$ cat config.mk
export PLATFORM = sky130hd
export DESIGN_NAME = instr_fetch_unit
export DESIGN_NICKNAME = d
export VERILOG_FILES = /design/src/rtl/riscv_pkg.sv /design/src/rtl/instr_fetch_unit.sv
export SDC_FILE = /design/constraint.sdc
export NUM_CORES = 1
export LEC_CHECK = 0
export CORE_ASPECT_RATIO = 1.25
export CORE_MARGIN = 2
export CORE_UTILIZATION = 41
export CTS_CLUSTER_DIAMETER = 30
export DETAILED_ROUTE_END_ITERATION = 6
export GPL_TIMING_DRIVEN = 0
export PLACE_DENSITY = 0.76
export SYNTH_ARGS = -nofsm -noshare
export SYNTH_HDL_FRONTEND = slang
export SYNTH_SLANG_ARGS = --single-unit
$ cat constraint.sdc
create_clock -name clk -period 3.6 [get_ports clk]
set_input_delay 0.72 -clock clk [delete_from_list [all_inputs] [get_ports clk]]
set_output_delay 0.72 -clock clk [all_outputs]
set_load 0.01 [all_outputs]
$ cat src/rtl/riscv_pkg.sv
// Shared definitions for the RISC-V front end: fetch FSM states, the NOP
// encoding and the default boot address.
package riscv_pkg;

    localparam logic [31:0] INSTR_NOP        = 32'h0000_0013;
    localparam logic [31:0] DEFAULT_RESET_PC = 32'h0000_0000;

    typedef enum logic [1:0] {
        FETCH = 2'd0,
        WAIT  = 2'd1,
        ISSUE = 2'd2,
        FAULT = 2'd3
    } fetch_state_e;

    function automatic logic is_misaligned(input logic [31:0] addr);
        return addr[1:0] != 2'b00;
    endfunction

endpackage

$ cat src/rtl/instr_fetch_unit.sv
// Single-outstanding instruction fetch unit: request, wait for the word,
// hold it for the consumer, follow redirects and trap misaligned targets.
module instr_fetch_unit
    import riscv_pkg::*;
#(
    parameter logic [31:0] RESET_PC = DEFAULT_RESET_PC
) (
    input  logic        clk,
    input  logic        rst,
    output logic        imem_req,
    output logic [31:0] imem_addr,
    input  logic        imem_rvalid,
    input  logic [31:0] imem_rdata,
    output logic [31:0] instr,
    output logic [31:0] instr_pc,
    output logic        instr_valid,
    input  logic        instr_ready,
    input  logic        redirect,
    input  logic [31:0] redirect_pc,
    output logic        fetch_fault
);

    fetch_state_e state_q, state_d;
    logic [31:0]  pc_q, pc_d;
    logic [31:0]  instr_q, instr_d;
    logic [31:0]  instr_pc_q, instr_pc_d;
    logic         discard_q, discard_d;
    logic         redirect_bad;

    assign redirect_bad = redirect && is_misaligned(redirect_pc);

    always_comb begin
        state_d    = state_q;
        pc_d       = pc_q;
        instr_d    = instr_q;
        instr_pc_d = instr_pc_q;
        discard_d  = discard_q;

        unique case (state_q)
            FETCH: begin
                if (redirect_bad) begin
                    state_d = FAULT;
                end else if (redirect) begin
                    pc_d = redirect_pc;
                end else begin
                    state_d = WAIT;
                end
            end

            WAIT: begin
                if (redirect_bad) begin
                    state_d   = FAULT;
                    discard_d = 1'b0;
                end else if (imem_rvalid) begin
                    // A redirect in the same cycle kills the arriving word just
                    // like an earlier one does, so no discard flag is left behind.
                    if (redirect || discard_q) begin
                        if (redirect) begin
                            pc_d = redirect_pc;
                        end
                        discard_d = 1'b0;
                        state_d   = FETCH;
                    end else begin
                        instr_d    = imem_rdata;
                        instr_pc_d = pc_q;
                        state_d    = ISSUE;
                    end
                end else if (redirect) begin
                    pc_d      = redirect_pc;
                    discard_d = 1'b1;
                end
            end

            ISSUE: begin
                if (redirect_bad) begin
                    state_d = FAULT;
                end else if (redirect) begin
                    pc_d    = redirect_pc;
                    state_d = FETCH;
                end else if (instr_ready) begin
                    pc_d    = pc_q + 32'd4;
                    state_d = FETCH;
                end
            end

            FAULT: begin
                discard_d = 1'b0;
            end

            default: begin
                state_d = FETCH;
            end
        endcase
    end

    always_ff @(posedge clk or posedge rst) begin
        if (rst) begin
            state_q    <= FETCH;
            pc_q       <= RESET_PC;
            instr_q    <= INSTR_NOP;
            instr_pc_q <= RESET_PC;
            discard_q  <= 1'b0;
        end else begin
            state_q    <= state_d;
            pc_q       <= pc_d;
            instr_q    <= instr_d;
            instr_pc_q <= instr_pc_d;
            discard_q  <= discard_d;
        end
    end

    // The request is the only output that must react to redirect in-cycle.
    assign imem_req    = (state_q == FETCH) && !redirect && !rst;
    assign imem_addr   = pc_q;
    assign instr       = instr_q;
    assign instr_pc    = instr_pc_q;
    assign instr_valid = (state_q == ISSUE);
    assign fetch_fault = (state_q == FAULT);

endmodule

[Yosys cells after proc, flatten, opt, wreduce, memory -nomap -nowiden]
Cells that the tools add are included.
Word-level totals
  word-level logic and storage cells: 58
  register bits after elaboration: 99
  input port bits: 69
Operators by class
  reductions and logical operators: 14
  add/subtract/negate cells: 1
  equal/unequal tests: 13
  muxes and demuxes: 23
  bitwise gates (word level): 2
Operator list (number)
  2-to-1 mux 32 bit: 8
  one-hot mux 32 bit (3 select lines): 1
  adder 32 x 3 -> 32 bit (second input constant): 1
  2-to-1 mux 2 bit: 8
  inequality test 3 bit (second input constant): 3
  inequality test 4 bit (second input constant): 2
  AND reduction 4 bit: 2
  inequality test 2 bit (second input constant): 3
  one-hot mux 2 bit (3 select lines): 1
  AND reduction 6 bit: 1
  equality test 2 bit (second input constant): 2
  2-to-1 mux 1 bit: 4
  inequality test 4 x 1 -> 1 bit (second input constant): 1
  nonzero test 2 bit: 2
  logical AND 1 bit: 3
  inequality test 3 x 1 -> 1 bit (second input constant): 1
  AND reduction 3 bit: 1
  nonzero test 3 bit: 1
  equality test 2 x 1 -> 1 bit (second input constant): 1
  logical NOT 1 bit: 2
  logical NOT 2 bit: 1
  NOT 1 bit: 2
  one-hot mux 1 bit (2 select lines): 1
  logical OR 1 bit: 1

[Logic depth before layout (Yosys ltp)]
Gate-level depths: netlist (run 1).
  depth after elaboration: 5
  gate-level depth with buffers: 10
  gate-level depth less buffers: 7

[Worst setup path after synthesis (run 1)]
OpenSTA, ideal clock, no wires.
  path type: input -> output
  start point: input port rst
  end point: output port imem_req
  slack: -0.312 ns
  arrival time: 3.192 ns
  cell stages on the path: 2
  buffers on the path: 0
  cell sequence: inv_1 > and3_1
On the way
  cells in the longest elaborated chain, start to end: 2
RTL lines
  from (decl): RTL line instr_fetch_unit.sv:9  | input logic rst,
  logical NOT 1 bit: RTL line instr_fetch_unit.sv:113  | assign imem_req = (state_q == FETCH) && !redirect && !rst;
  logical AND 1 bit: RTL line instr_fetch_unit.sv:113
  to (decl): RTL line instr_fetch_unit.sv:10  | output logic imem_req,
Every way passes these cells.

[Final worst setup path (run 1)]
Ends and elaborated chain as after synthesis.

==> run metrics, run 1 <==
WHS 0.504 ns; dpl cells between 700 and 800; WL met3 roughly 970 um; DRC viols 0; Slew headroom 0.539; CTS tree yes; drt wl/cell 19.0 um; Seq pwr share 0.360; power density over the cells around 870 nW/um^2; Die W 100 um; area delta synth->final 45.6%; Total GRT Usage 0.229; Internal Pwr Total 0.00384 W; global route overflow 0; Synth area leaders dfrtp_1 (50%), mux2_2 (16%), a21oi_1 (2.5%); Final Non-Filler Cells 742; Post-synth EDFFs 0; Bufs and invs on worst path 3; Post-Synthesis Cells 419; CP arrival 2.56 ns; clk_lat worst skew 0.35 ns; post-detail-place hpwl 10.4 mm; slowest cell delay on critical path 0.56 ns; top layer in use met4; Cell Area, Synth approximately 4800 um^2; clock buffer depth 2; Chip Height between 100 and 150 um; Comb power frac 0.486; Leak Pwr approximately 2.7 nW; Worst-Margin Slew 0.688 ns; core area 11,500 um^2; Synth Register Bits around 100; critical-path cell list clkdlybuf4s50_1 -> clkinvlp_4 -> and3_1 -> clkdlybuf4s50_1; delay-heaviest family, CP buffers and inverters; Min-Delay Path Class reg -> reg; die area 12,500 um^2; Syn Area/Cell 11.4 um^2; CP required 2.88 ns; CP Launch Point rst; n_diodes 0; vias in the first global route 4,257; DRT met1 WL ~5.5 mm; WL met2 7.31 mm; row count 44; CTS sink cnt a little under 100; Layout fillers 957; Vias 4,225; crit path capture type output port; Setup Fix Bufs, Post-CTS 0; critical path class in -> out; Max Cap Viol 0; critical path fanouts, max 15; library cells used by synthesis 60; FFs w/ async S/R, synth 1.00; Initial Util 0.416; NetSw approximately 0.0022 W; CTS buffer count 9; clock share of power 0.153; nets@finish 673; Vias/cell roughly 5.7; pin count of the biggest net entering global routing 42; final hold violation count 0; most common cell after layout, fill and taps aside clkdlybuf4s50_1; VDD IR-drop max 534 uV; First DRT Iteration DRCs 320; Worst Skew 0.00702 ns; htree depth 3; startpoint types input pin; initial antenna violation count 0; Fmax 0.305 GHz; post-synth top area share 0.505; Mapped Nets slightly below 500; ANT nets after route 0; slowest CP cell clkdlybuf4s50_1; most frequent cell on the critical path clkdlybuf4s50_1; overall routed net length 14.1 mm; root buffer cell clkbuf_16; Reg clk slew, reported paths 0.06 ns; TritonRoute pass-1 iters 4; GPL Wtd Cong around 0.86; register area share after synthesis 0.521; Ports 168; FF-to-FF Start state_q[0]; Final setup viols 0; Yosys warning count 0; IO buf count roughly 170; status finished, final reports clean; post-route clock period utilization 0.912; area of the multi-input gates 2140 um^2; Sw Ratio 0.363; most frequent cells in the layout clkdlybuf4s50_1 (167), dfrtp_1 (96), mux2_2 (68); min-delay src instr_pc[26]; share of layout cells above drive strength 1 0.200; ys flop type dfrtp_1; Reg area 2480 um^2; post-layout min period 3.28 ns; RSZ-0062 raised after global routing false; Slew Limit Fails 0; area leader, netlist dfrtp_1; first-pass GRT wire length 22.4 mm
kinds of logic after synthesis:
logic type / share of synthesized area
buffers and inverters: 0.0297
flip-flops: 0.521
adder cells (fa/ha/maj): 0.0131
AND/OR/NAND/NOR: 0.136
AO/OA/AOI/OAI: 0.134
multiplexers: 0.165
registers in the layout, summed over array words and instances (netlist names):
name       cells
imem_addr     32
instr         32
instr_pc      32
state_q        2
discard_q      1
synth_stat cells (2+ instances only):
master     instances
a21oi_2            3
nand3_1           21
nand2_1           29
inv_1              7
a31oi_1            5
a2bb2oi_1          5
dfrtp_1           96
nor3_2             4
nor4_1             2
a311o_1            2
nor3_1             5
o31a_1             2
or3_1              4
nand4_1            7
clkbuf_1           7
o31ai_1            2
a22o_1             2
nor2b_1            4
and3_1             9
nor2_1            18
o2bb2ai_1          2
ha_1               5
o21ai_0           18
buf_1              3
mux2_2            68
dfstp_2            3
o22ai_1           10
o21ai_1            5
mux2i_1            2
o32a_1             2
and4_1             3
buf_2             11
a311oi_1           3
a21oi_1           24
what timing repair did:
item / in CTS / in global routing
setup endpoints to repair: 0 / 1
hold buffers: 0 / 0
resized for setup: 0 / 0
final timing paths:
check	to	slack (ns)	depth (start not counted)
worst max-delay path	imem_req	0.32	4
worst min-delay path	instr_pc[26]	0.50	1
worst max register to register	imem_addr[7]	1.12	10
worst min register to register	instr_pc[26]	0.50	1
max in group asynchronous	instr_pc[12]	2.23	3
min in group asynchronous	instr[7]	0.81	2
metal layers:
layer | vias to the layer above | global-route usage
li1 | 1920 | -
met1 | 2106 | 0.284
met2 | 178 | 0.383
met3 | 21 | 0.0516
met4 | 0 | 0.0919
met5 | - | 0
power groups by stage:
stage / logic [W] / clock network (W) / registers (W)
after global routing: 0.00313 / 0.000987 / 0.00227
after global placement: 0.00286 / 0 / 0.00215
after CTS: 0.00295 / 0.000947 / 0.00217
final: 0.00294 / 0.000926 / 0.00218
after detailed placement: 0.00293 / 0 / 0.00219
after floorplan: 0.00118 / 0 / 0.00234
final cells by class:
type	count	share of cell area
well taps	138	0.0249
clock inverters	5	0.00542
flip-flops and latches	99	0.358
multi-input cells	289	0.308
repair inverters	1	0.000722
inverters	8	0.00488
plain buffers	22	0.0155
clock buffers	11	0.0350
repair buffers	169	0.247
per-stage QoR:
step                      utilization  setup slack (ns)  power, W  TNS, ns  cell area (um^2)
final                           0.605             0.316   0.00604        0              6930
after global routing            0.605             0.238   0.00639        0              6930
after CTS                       0.605           0.00531   0.00607        0              6930
after detailed placement        0.580           0.00386   0.00512        0              6650
after global placement          0.577             -1.49   0.00500    -1.49              6610
after floorplan                     -             0.172   0.00352        0              4760
Note: power is estimated with default switching activity, not from simulation.
==> run 2: changes to the inputs <==
- HOLD_SLACK_MARGIN: default -> 0.1
- REMOVE_ABC_BUFFERS: default -> 1
- SKIP_LAST_GASP: default -> 1
==> run 2 against run 1 <==
Effect of this change: power increased by 1.1%; maximum frequency is 4.1% lower; via count down 2.7%; design area decreased by 0.40%; count of clock-buffer cells in the layout unchanged; die area stayed put; worst setup slack worse by 0.14 ns; register-to-register slack worse by 0.44 ns; sequential power barely moved; combinational power is 2% lower; non-clock buffer count shrank 21; largest cell class unchanged; largest power group unchanged.
==> run metrics, run 2 (synthesis gave the netlist of run 1 again) <==
critical-path cell list clkdlybuf4s50_1 -> inv_4 -> buf_16 -> and3_1 -> clkdlybuf4s50_1 (was clkdlybuf4s50_1 -> clkinvlp_4 -> and3_1 -> clkdlybuf4s50_1); Reg area 2480 um^2 (unchanged); Slew Limit Fails 0 (unchanged); most common cell after layout, fill and taps aside clkdlybuf4s50_1 (unchanged); CTS Hold Bufs 0 (unchanged); Worst-Margin Slew 1.21 ns (was 0.688 ns); status finished, final reports clean (unchanged); Slew headroom 0.188 (was 0.539); Chip Height 124 um (unchanged); pin count of the biggest net entering global routing 62 (was 42); First DRT Iteration DRCs 317 (was 320); Ports 168 (unchanged); critical path class in -> out (unchanged); CTS sink cnt 99 (unchanged); CTS buffer count 9 (unchanged); crit path capture type output port (unchanged); Min-Delay Path Class reg -> reg (unchanged); most frequent cells in the layout clkdlybuf4s50_1 (166), dfrtp_1 (96), mux2_2 (68) (was clkdlybuf4s50_1 (167), dfrtp_1 (96), mux2_2 (68)); Finished Core Util 0.603 (was 0.605); GPL Wtd Cong 0.853 (was 0.856); busiest grt layer met2 (unchanged); root buffer cell clkbuf_16 (unchanged); area of the multi-input gates 2150 um^2 (was 2140 um^2); DRC viols 0 (unchanged); fin area 6900 um^2 (was 6930 um^2); power density over the cells 884 nW/um^2 (was 871 nW/um^2); row count 44 (unchanged); most frequent cell on the critical path clkdlybuf4s50_1 (unchanged); met3 Usage GRT 0.0567 (was 0.0516); Leak Pwr 2.72 nW (was 2.75 nW); placed cell area 6560 um^2 (was 6650 um^2); drt wl/cell 18.3 um (was 19.0 um); Setup Fix Bufs, Post-CTS 0 (unchanged); worst setup margin 0.177 ns (was 0.316 ns); clock buffer depth 2 (unchanged); n_diodes 0 (unchanged); slowest cell delay on critical path 0.53 ns (was 0.56 ns); area delta synth->final 45.0% (was 45.6%); Total GRT Usage 0.218 (was 0.229); Vias/cell 5.71 (was 5.69); global route overflow 0 (unchanged); WHS 0.505 ns (was 0.504 ns); met1 Use GR 0.266 (was 0.284); worst slack, placed -0.556 ns (was 0.00386 ns); overall routed net length 13.2 mm (was 14.1 mm); Layout fillers 958 (was 957); Hold Path End instr_pc[15] (was instr_pc[26]); CP required 2.88 ns (about the same); Pwr Total 0.00610 W (was 0.00604 W); nets@finish 651 (was 673); Reg2Reg Setup Slack 0.68 ns (was 1.12 ns); initial antenna violation count 0 (unchanged); min-delay src instr_pc[15] (was instr_pc[26]); VDD IR-drop max 386 uV (was 534 uV); core area 11,500 um^2 (unchanged); RSZ-0062 raised after global routing false (unchanged); startpoint types input pin (unchanged); Fmax 0.292 GHz (was 0.305 GHz); post-detail-place hpwl 9.40 mm (was 10.4 mm); Reg clk slew, reported paths 0.06 ns (about the same); post-route clock period utilization 0.951 (was 0.912); CTS tree yes (unchanged); Worst R2R Path Depth 8 (was 10); IO buf count 167 (unchanged); share of layout cells above drive strength 1 0.192 (was 0.200); Initial Util 0.416 (unchanged); clk_lat worst skew 0.34 ns (was 0.35 ns); critical path fanouts, max 61 (was 15); vias in the first global route 4,320 (was 4,257); worst r2r dst imem_addr[4] (was imem_addr[7]); CP arrival 2.70 ns (was 2.56 ns); Final setup viols 0 (unchanged); Die W 100 um (unchanged); post-layout min period 3.42 ns (was 3.28 ns); htree depth 3 (unchanged); hold depth 1 (unchanged); first-pass GRT wire length 21.7 mm (was 22.4 mm); ANT nets after route 0 (unchanged); Vias 4,111 (was 4,225); FF-to-FF Start state_q[0] (unchanged); Max Cap Viol 0 (unchanged); die area 12,500 um^2 (unchanged); Worst Skew 0.00856 ns (was 0.00702 ns); TritonRoute pass-1 iters 5 (was 4); slowest CP cell clkdlybuf4s50_1 (unchanged); final hold violation count 0 (unchanged); met2 Use GR 0.363 (was 0.383)
## run 2: what timing repair did
item	CTS	global route
hold endpoints to repair	0	0
resized for setup	3	0
setup endpoints to repair	13	0
## run 2: layer usage
layer	wire length [um]	vias up
li1	-	1876
met1	5220	2036
met2	6810	175
met3	852	24
met4	273	0
met5	0	-
## run 2: critical path, delay by kind of cell
family	cells	cell delay, ns
buf+inv	4	1.72
simple gates	1	0.21
## run 2: cell type report
class | instances | share of cell area
sequential | 99 | 0.360
multi-input combinational | 289 | 0.312
timing repair buffer | 170 | 0.251
clock buffer | 11 | 0.0366
tap | 138 | 0.0250
clock inverter | 5 | 0.0109
inverter | 8 | 0.00471
## run 2: stage by stage
step                      std cells  setup TNS [ns]
after floorplan                 396          -0.312
after global placement          701         -257.03
after detailed placement        704           -6.53
after CTS                       720               0
after global routing            720               0
final                           720               0
## run 2: worst max-delay path by stage
stage,slack (ns),startpoint,to,cells past startpoint
floorplan,-0.31,rst,imem_req,2
global placement,-2.06,redirect,imem_addr[27],5
detailed placement,-0.56,redirect,imem_addr[27],5
CTS,0.11,rst,imem_req,5
global route,0.02,rst,imem_req,5
finish,0.18,rst,imem_req,5
## run 2: power by group
group / switching [W] / internal (W)
clock: 0.000413 / 0.000643
combinational: 0.00122 / 0.00165
sequential: 0.000495 / 0.00168
==> run 3: changes to the inputs <==
- CORE_ASPECT_RATIO: 1.25 -> default
- CORE_UTILIZATION: 41 -> 45
- PLACE_DENSITY: 0.76 -> 0.79
- clock period: 3.6 -> 3.2 ns (I/O delays scaled with it)
==> run 3 against run 2 <==
Effect of this change: via count down 1.2%; clock skew up 0.0064 ns; routed wire length down 1.0%; global-route usage up 1.1 points; design area down 1.2%; largest cell class unchanged.
==> run metrics, run 3 (synthesis gave the netlist of run 1 again) <==
status finished, final reports clean (unchanged); crit path capture type output port (unchanged); area delta synth->final 43.3% (was 45.0%); CTS buffer count 9 (unchanged); RSZ-0062 raised after global routing false (unchanged); Total GRT Usage 0.230 (was 0.218); DRC viols 0 (unchanged); VDD IR-drop max 526 uV (was 386 uV); final hold violation count 0 (unchanged); Setup Fix Bufs, Post-CTS 0 (unchanged); slowest CP cell clkdlybuf4s50_1 (unchanged); ANT nets after route 0 (unchanged); critical path class in -> out (unchanged); core area 10,300 um^2 (was 11,500 um^2); Reg clk slew, reported paths 0.10 ns (was 0.06 ns); critical-path cell list clkdlybuf4s50_1 -> inv_6 -> buf_16 -> and3_1 -> clkdlybuf4s50_1 (was clkdlybuf4s50_1 -> inv_4 -> buf_16 -> and3_1 -> clkdlybuf4s50_1); power density over the cells 965 nW/um^2 (was 884 nW/um^2); CP arrival 2.39 ns (was 2.70 ns); Worst Skew 0.0150 ns (was 0.00856 ns); startpoint types input pin (unchanged); Slew headroom 0.251 (was 0.188); share of layout cells above drive strength 1 0.192 (about the same); slowest cell delay on critical path 0.53 ns (about the same); post-detail-place hpwl 9.29 mm (was 9.40 mm); WHS 0.513 ns (was 0.505 ns); n_diodes 0 (unchanged); Max Cap Viol 0 (unchanged); pin count of the biggest net entering global routing 69 (was 62); Worst-Margin Slew 1.12 ns (was 1.21 ns); overall routed net length 13.0 mm (was 13.2 mm); Leak Pwr 2.67 nW (was 2.72 nW); Slew Limit Fails 0 (unchanged); Vias 4,062 (was 4,111); htree depth 3 (unchanged); Initial Util 0.463 (was 0.416); post-route clock period utilization 0.948; critical path fanouts, max 34 (was 61); First DRT Iteration DRCs 174 (was 317); Reg area 2480 um^2 (unchanged); nets@finish 652 (was 651); area of the multi-input gates 2150 um^2 (unchanged); Vias/cell 5.65 (was 5.71); Ports 168 (unchanged); clock buffer depth 2 (unchanged); die area 11,400 um^2 (was 12,500 um^2); root buffer cell clkbuf_8 (was clkbuf_16); Final setup viols 0 (unchanged); Layout fillers 808 (was 958); TNS Setup 0 ns (unchanged); global route overflow 0 (unchanged); clk_lat worst skew 0.38 ns (was 0.34 ns); CTS sink cnt 99 (unchanged); most frequent cells in the layout clkdlybuf4s50_1 (166), dfrtp_1 (96), mux2_2 (68) (unchanged); post-layout min period just over 3 ns; most common cell after layout, fill and taps aside clkdlybuf4s50_1 (unchanged); Pwr Total 0.00658 W (was 0.00610 W); Fmax 0.330 GHz; vias in the first global route 4,024 (was 4,320); CP required 2.56 ns (was 2.88 ns); IO buf count 167 (unchanged); CTS tree yes (unchanged); drt wl/cell 18.1 um (was 18.3 um); row count 37 (was 44); Chip Height 107 um (was 124 um); Die W 107 um (was 100 um); placed cell area 6560 um^2 (about the same); first-pass GRT wire length 20.6 mm (was 21.7 mm); GPL Wtd Cong 0.758 (was 0.853); Min-Delay Path Class reg -> reg (unchanged); fin area 6820 um^2 (was 6900 um^2); most frequent cell on the critical path clkdlybuf4s50_1 (unchanged); initial antenna violation count 0 (unchanged); TritonRoute pass-1 iters 4 (was 5)
==> run 3: changes by cell type in the layout (fill, tap and decap cells not counted), sizes merged <==
cell,change
clkinv,-3
clkinvlp,+1
inv,+3
==> run 3: final timing paths <==
kind                                  to  depth (start not counted)  slack (ns)  startpoint
setup reg to reg           imem_addr[12]                          7        0.32  state_q[0]
setup / recovery                imem_req                          5        0.17         rst
max in group asynchronous      instr[19]                          3        2.03         rst
hold / removal                 instr[20]                          1        0.51   instr[20]
hold reg to reg                instr[20]                          1        0.51   instr[20]
min in group asynchronous      instr[15]                          2        0.62         rst
==> run 3: metrics by stage <==
stage	cells	util	setup slack, ns
after global placement	699	0.631	-2.38
after detailed placement	702	0.638	-0.756
after floorplan	396	-	-0.552
final	719	0.664	0.166
after global routing	719	0.664	0.0314
after CTS	718	0.660	0.0124
==> run 3: area by class of cell <==
cell class,count,area share
Timing Repair Buffer,171,0.258
Multi-Input combinational cell,289,0.315
Sequential cell,99,0.364
Inverter,8,0.00514
Clock buffer,10,0.0187
Tap cell,136,0.0250
Clock inverter,6,0.0138
==> run 3: per-layer routing <==
layer | global-route usage | up-vias | routed length [um]
met3 | 0.0468 | 15 | 873
li1 | - | 1884 | -
met2 | 0.385 | 145 | 6580
met5 | 0 | - | 0
met4 | 0.0751 | 0 | 212
met1 | 0.299 | 2018 | 5360
==> run 3: critical path: cells and delay by family <==
kind | cells | cell delay [ns]
buf+inv | 4 | 1.54
simple gates | 1 | 0.18
==> run 3: what timing repair did <==
item                                    in CTS  in global routing
hold buffers                                 0                  0
gates resized for setup                      4                  0
gates cloned                                 0                  1
endpoints found under the setup margin      13                  1
==> run 3: power breakdown <==
part | internal [W] | switching [W]
Combinational | 0.00186 | 0.00137
Sequential | 0.00189 | 0.000557
Clock | 0.000449 | 0.000455
Total | 0.00420 | 0.00238
